--- config.mk ---
export PLATFORM = sky130hd
export DESIGN_NAME = fpu_divider
export DESIGN_NICKNAME = d
export VERILOG_FILES = /design/src/rtl/fpu_divider.sv
export SDC_FILE = /design/constraint.sdc
export NUM_CORES = 1
export LEC_CHECK = 0
export BUFFER_PORTS_ARGS = -buffer_cell sky130_fd_sc_hd__buf_4
export CORE_UTILIZATION = 45
export DETAILED_ROUTE_END_ITERATION = 10
export PLACE_DENSITY_LB_ADDON = 0.2
export SLEW_MARGIN = 20
export SYNTH_ARGS = -nofsm -noshare
export SYNTH_HDL_FRONTEND = slang
export SYNTH_SLANG_ARGS = --single-unit
--- constraint.sdc ---
create_clock -name clk -period 8.1 [get_ports clk]
set_input_delay 0 -clock clk [delete_from_list [all_inputs] [get_ports clk]]
set_output_delay 0 -clock clk [all_outputs]
set_load 0.005 [all_outputs]
--- src/rtl/fpu_divider.sv ---
// Sequential IEEE-754 single-precision divider. The mantissa is divided by
// restoring division at one quotient bit per clock. Results are truncated.
module fpu_divider #(
  parameter int D_WIDTH = 32,
  parameter int M_WIDTH = 23,
  parameter int E_WIDTH = 8
) (
  input  logic               clk,
  input  logic               rst_n,
  input  logic               start,
  input  logic [D_WIDTH-1:0] number_1,
  input  logic [D_WIDTH-1:0] number_2,
  output logic [D_WIDTH-1:0] number_out,
  output logic               valid,
  output logic               busy,
  output logic               div_by_zero
);

  localparam int SW = M_WIDTH + 1;
  localparam int QW = M_WIDTH + 2;
  localparam int CW = $clog2(QW);
  localparam int XW = E_WIDTH + 2;
  localparam logic [CW-1:0] LAST_STEP = CW'(QW - 1);
  localparam logic [XW-1:0] BIAS      = XW'((1 << (E_WIDTH - 1)) - 1);
  localparam logic [XW-1:0] EXP_SAT   = XW'((1 << E_WIDTH) - 1);

  typedef enum logic [1:0] {IDLE, CALC, NORM} state_t;
  state_t state, state_next;

  logic               sign_q, dbz_q, zero_q;
  logic [E_WIDTH-1:0] exp1_q, exp2_q;
  logic [SW-1:0]      div_q;
  logic [QW-1:0]      rem_q, quo_q, rem_diff;
  logic [CW-1:0]      step_q;

  logic               sign_in, special_in;
  logic [E_WIDTH-1:0] exp1_in, exp2_in;

  logic [XW-1:0]      exp_calc;
  logic [M_WIDTH-1:0] mant_calc;
  logic [D_WIDTH-1:0] result;

  assign sign_in    = number_1[D_WIDTH-1] ^ number_2[D_WIDTH-1];
  assign exp1_in    = number_1[D_WIDTH-2 -: E_WIDTH];
  assign exp2_in    = number_2[D_WIDTH-2 -: E_WIDTH];
  assign special_in = (exp1_in == '0) || (exp2_in == '0);
  assign busy       = (state != IDLE);
  assign rem_diff   = rem_q - {1'b0, div_q};

  always_ff @(posedge clk or negedge rst_n) begin
    if (!rst_n) state <= IDLE;
    else        state <= state_next;
  end

  always_comb begin
    state_next = state;
    case (state)
      IDLE:    if (start) state_next = special_in ? NORM : CALC;
      CALC:    if (step_q == LAST_STEP) state_next = NORM;
      NORM:    state_next = IDLE;
      default: state_next = IDLE;
    endcase
  end

  // The quotient lies in (0.5, 2): its top bit decides the one-place normalisation.
  always_comb begin
    result    = '0;
    exp_calc  = {2'b00, exp1_q} - {2'b00, exp2_q} + BIAS
                - {{(XW-1){1'b0}}, ~quo_q[QW-1]};
    mant_calc = quo_q[QW-1] ? quo_q[QW-2:1] : quo_q[QW-3:0];
    if (dbz_q)
      result = {sign_q, {E_WIDTH{1'b1}}, {M_WIDTH{1'b0}}};
    else if (zero_q)
      result = {sign_q, {(D_WIDTH-1){1'b0}}};
    else if (exp_calc[XW-1] || (exp_calc == '0))
      result = {sign_q, {(D_WIDTH-1){1'b0}}};
    else if (exp_calc >= EXP_SAT)
      result = {sign_q, {E_WIDTH{1'b1}}, {M_WIDTH{1'b0}}};
    else
      result = {sign_q, exp_calc[E_WIDTH-1:0], mant_calc};
  end

  always_ff @(posedge clk or negedge rst_n) begin
    if (!rst_n) begin
      number_out  <= '0;
      valid       <= 1'b0;
      div_by_zero <= 1'b0;
      sign_q      <= 1'b0;
      dbz_q       <= 1'b0;
      zero_q      <= 1'b0;
      exp1_q      <= '0;
      exp2_q      <= '0;
      div_q       <= '0;
      rem_q       <= '0;
      quo_q       <= '0;
      step_q      <= '0;
    end else begin
      valid <= 1'b0;
      case (state)
        IDLE: begin
          if (start) begin
            sign_q <= sign_in;
            exp1_q <= exp1_in;
            exp2_q <= exp2_in;
            dbz_q  <= (exp2_in == '0);
            zero_q <= (exp1_in == '0);
            div_q  <= {1'b1, number_2[M_WIDTH-1:0]};
            rem_q  <= {2'b01, number_1[M_WIDTH-1:0]};
            quo_q  <= '0;
            step_q <= '0;
          end
        end
        CALC: begin
          if (rem_q >= {1'b0, div_q}) begin
            quo_q <= {quo_q[QW-2:0], 1'b1};
            rem_q <= {rem_diff[QW-2:0], 1'b0};
          end else begin
            quo_q <= {quo_q[QW-2:0], 1'b0};
            rem_q <= {rem_q[QW-2:0], 1'b0};
          end
          step_q <= step_q + CW'(1);
        end
        NORM: begin
          number_out  <= result;
          div_by_zero <= dbz_q;
          valid       <= 1'b1;
        end
        default: ;
      endcase
    end
  end

endmodule

==> impl_metrics.tcl <==
set metrics [dict create \
    syn_avg_cell_area_sq_um 9.13 \
    worst_hold_path.num_cells 5 \
    route.met2.wl_um 8810 \
    required_ns 8.38 \
    path_class "register to register" \
    nets 1123 \
    grt_pass1_wl_um 31300 \
    r2r_end "number_out[2]$_DFFE_PN0P_" \
    postCtsSetupBuffers 0 \
    area.growth.synth_to_final_pct 27.2 \
    rows 47 \
    crit_path_end "number_out[2]$_DFFE_PN0P_" \
    syn_inst 862 \
    grt_start_max_net_pins 81 \
    numCtsBuffers 17 \
    synth_seq_cells 134 \
    maxCapViolCount 0 \
    start_util_pct 46.8 \
    timing_hold_violations_final 0 \
    max_slew_margin_pct 33.4 \
    overflow 0 \
    cts.sinks 134 \
    rsz0062_at_grt "false" \
    drc 0 \
    firstDrtPassIters 5 \
    via_count 6621 \
    hp-class "primary input to register" \
    path_max_fanout 23 \
    port_buffers 101 \
    antennaDiodeCount 0 \
    cts.path.max_buffers 2 \
    reg2regPathDepth 17 \
    crit_start "exp1_q[0]$_DFFE_PN0P_" \
    dp.final_hpwl_um 12500 \
    clk_pin_slew_ns 0.06 \
    antenna_found_initial 0 \
    cts_tree "built" \
    finalSetupTns_ns 0 \
    arrival_ns 4.74 \
    drt_iter0_drc 385 \
    synthFlopType "dfrtp_1" \
    synth-edff-count 0 \
    avgViaCountPerCell 5.32 \
    die_x_um 134 \
    clk_latency_ns 0.43 \
    dieArea_sq_um 18000 \
    fmax_ghz 0.224 \
    final_cell_mix "nand2_1, dfrtp_1, buf_4" \
    grt_util_all_layers_pct 22.0 \
    yosysSeqAreaShare_pct 42.6 \
    drive_gt1_share_pct 18.5 \
    die_h_um 134 \
    reg2reg_slack_ns 3.64 \
    syn_area_sq_um 7870 \
    ys_types 70 \
    clock_skew_ns 0.0110 \
    ioPinCount 102 \
    drt-met1-wl_um 8620 \
    grt_pass1_vias 6459 \
    worst_pin_slew_ns 0.995 \
    drv_slew 0 \
    ant_nets 0 \
    final_common_cell "nand2_1" \
    top_layer "met4" \
    critPathCaptureType "register" \
    core-area_sq_um 16800 \
    wl_per_cell_um 14.8 \
    async_flop_share_pct 100 \
    status "complete, no violations" \
    clock-root-buffer "clkbuf_16" \
    finalCriticalPeriod_ns 4.46 \
    finalCritPeriodShare_pct 55.1 \
    drt_wl_total_um 18400 \
    htreeDepth 4 \
    syn_nets 974 \
    worstSetupStartpointType "register" \
    reg2reg_from "exp1_q[0]$_DFFE_PN0P_" \
    setup_viol 0 \
    gp_congestion 0.853 \
    ys_warn_count 0 \
    dr_wl_met3_um 597 \
]
[per-layer routing]
| layer | vias to the layer above | GRT usage (%) |
|---|---|---|
| li1 | 3333 | - |
| met1 | 3135 | 28.9 |
| met2 | 126 | 36.2 |
| met3 | 27 | 4.23 |
| met4 | 0 | 8.18 |
| met5 | - | 0 |
[logic make-up after synthesis]
kind of cell,after synthesis,synth area share [%]
flip-flops,134,42.6
buffers and inverters,101,5.02
AND/OR/NAND/NOR,260,14.7
adder cells (fa/ha/maj),45,7.44
multiplexers,34,4.35
XOR/XNOR,30,3.43
AO/OA/AOI/OAI,258,22.5
[flip-flops by register name, indices dropped and copies added (netlist names)]
register	cells
number_out	32
quo_q	25
exp2_q	8
state	2
step_q	5
div_q	24
div_by_zero	1
valid	1
sign_q	1
exp1_q	8
zero_q	1
dbz_q	1
rem_q	25
[cell usage after synthesis, types with 14 or more instances]
| library cell | n | area, sq um |
|---|---|---|
| ha_1 | 42 | 526 |
| o21ai_0 | 69 | 345 |
| nor2_1 | 50 | 188 |
| clkbuf_1 | 35 | 131 |
| a21oi_1 | 51 | 255 |
| xor2_1 | 15 | 131 |
| a22o_1 | 24 | 210 |
| dfrtp_1 | 134 | 3350 |
| nand2_1 | 142 | 533 |
| xnor2_1 | 14 | 123 |
| o21ai_2 | 21 | 184 |
| inv_1 | 59 | 221 |
| mux2i_1 | 32 | 320 |
[through the flow]
stage | util (%) | instances | cell area (sq um) | setup slack [ns] | hold slack [ns]
6_report | 59.5 | 1244 | 10000 | 3.64 | 0.0235
5_1_grt | 59.5 | 1244 | 10000 | 3.33 | 0.0807
4_1_cts | 59.5 | 1244 | 10000 | 3.57 | 0.00906
3_5_place_dp | 52.3 | 1149 | 8800 | 3.61 | -0.00879
3_3_place_gp | 52.3 | 1149 | 8800 | 3.72 | -0.0112
2_1_floorplan | - | 862 | 7870 | 4.42 | -0.296
[cell type report]
type / count / area (sq um)
multi-input combinational: 627 / 4130
inverter: 60 / 225
timing repair buffer: 171 / 1450
clock buffer: 19 / 443
sequential: 134 / 3350
clock inverter: 13 / 136
tap: 220 / 275
fill: 1510 / 6810
[worst min-delay path by stage]
stage / start / end
2_1_floorplan: rst_n / dbz_q$_DFFE_PN0P_
3_3_place_gp: rst_n / number_out[25]$_DFFE_PN0P_
3_5_place_dp: rst_n / number_out[24]$_DFFE_PN0P_
4_1_cts: number_1[20] / rem_q[20]$_DFFE_PN0P_
5_1_grt: number_1[20] / rem_q[20]$_DFFE_PN0P_
6_report: number_1[20] / rem_q[20]$_DFFE_PN0P_
[timing repair]
action / in CTS / in global routing
hold buffers: 63 / 0
endpoints found under the hold margin: 117 / 0
gates resized for setup: 0 / 0
[worst max-delay path, stage by stage (launching register included)]
cell and delay (ns):
dfrtp_1 0.36, inv_1 0.07, ha_1 0.17, inv_1 0.05, fa_1 0.41, a21o_1 0.18, a21oi_1 0.17, xnor2_1 0.16
inv_1 0.11, ha_1 0.33, o21ai_0 0.08, o21ai_0 0.18, a21o_1 0.19, xor2_1 0.18, inv_1 0.07, or4_1 0.61
o211ai_4 0.82, o21ai_1 0.16
Power is not shown: default switching activity piles up to over one toggle a cycle in this logic, so the estimate is an artifact.
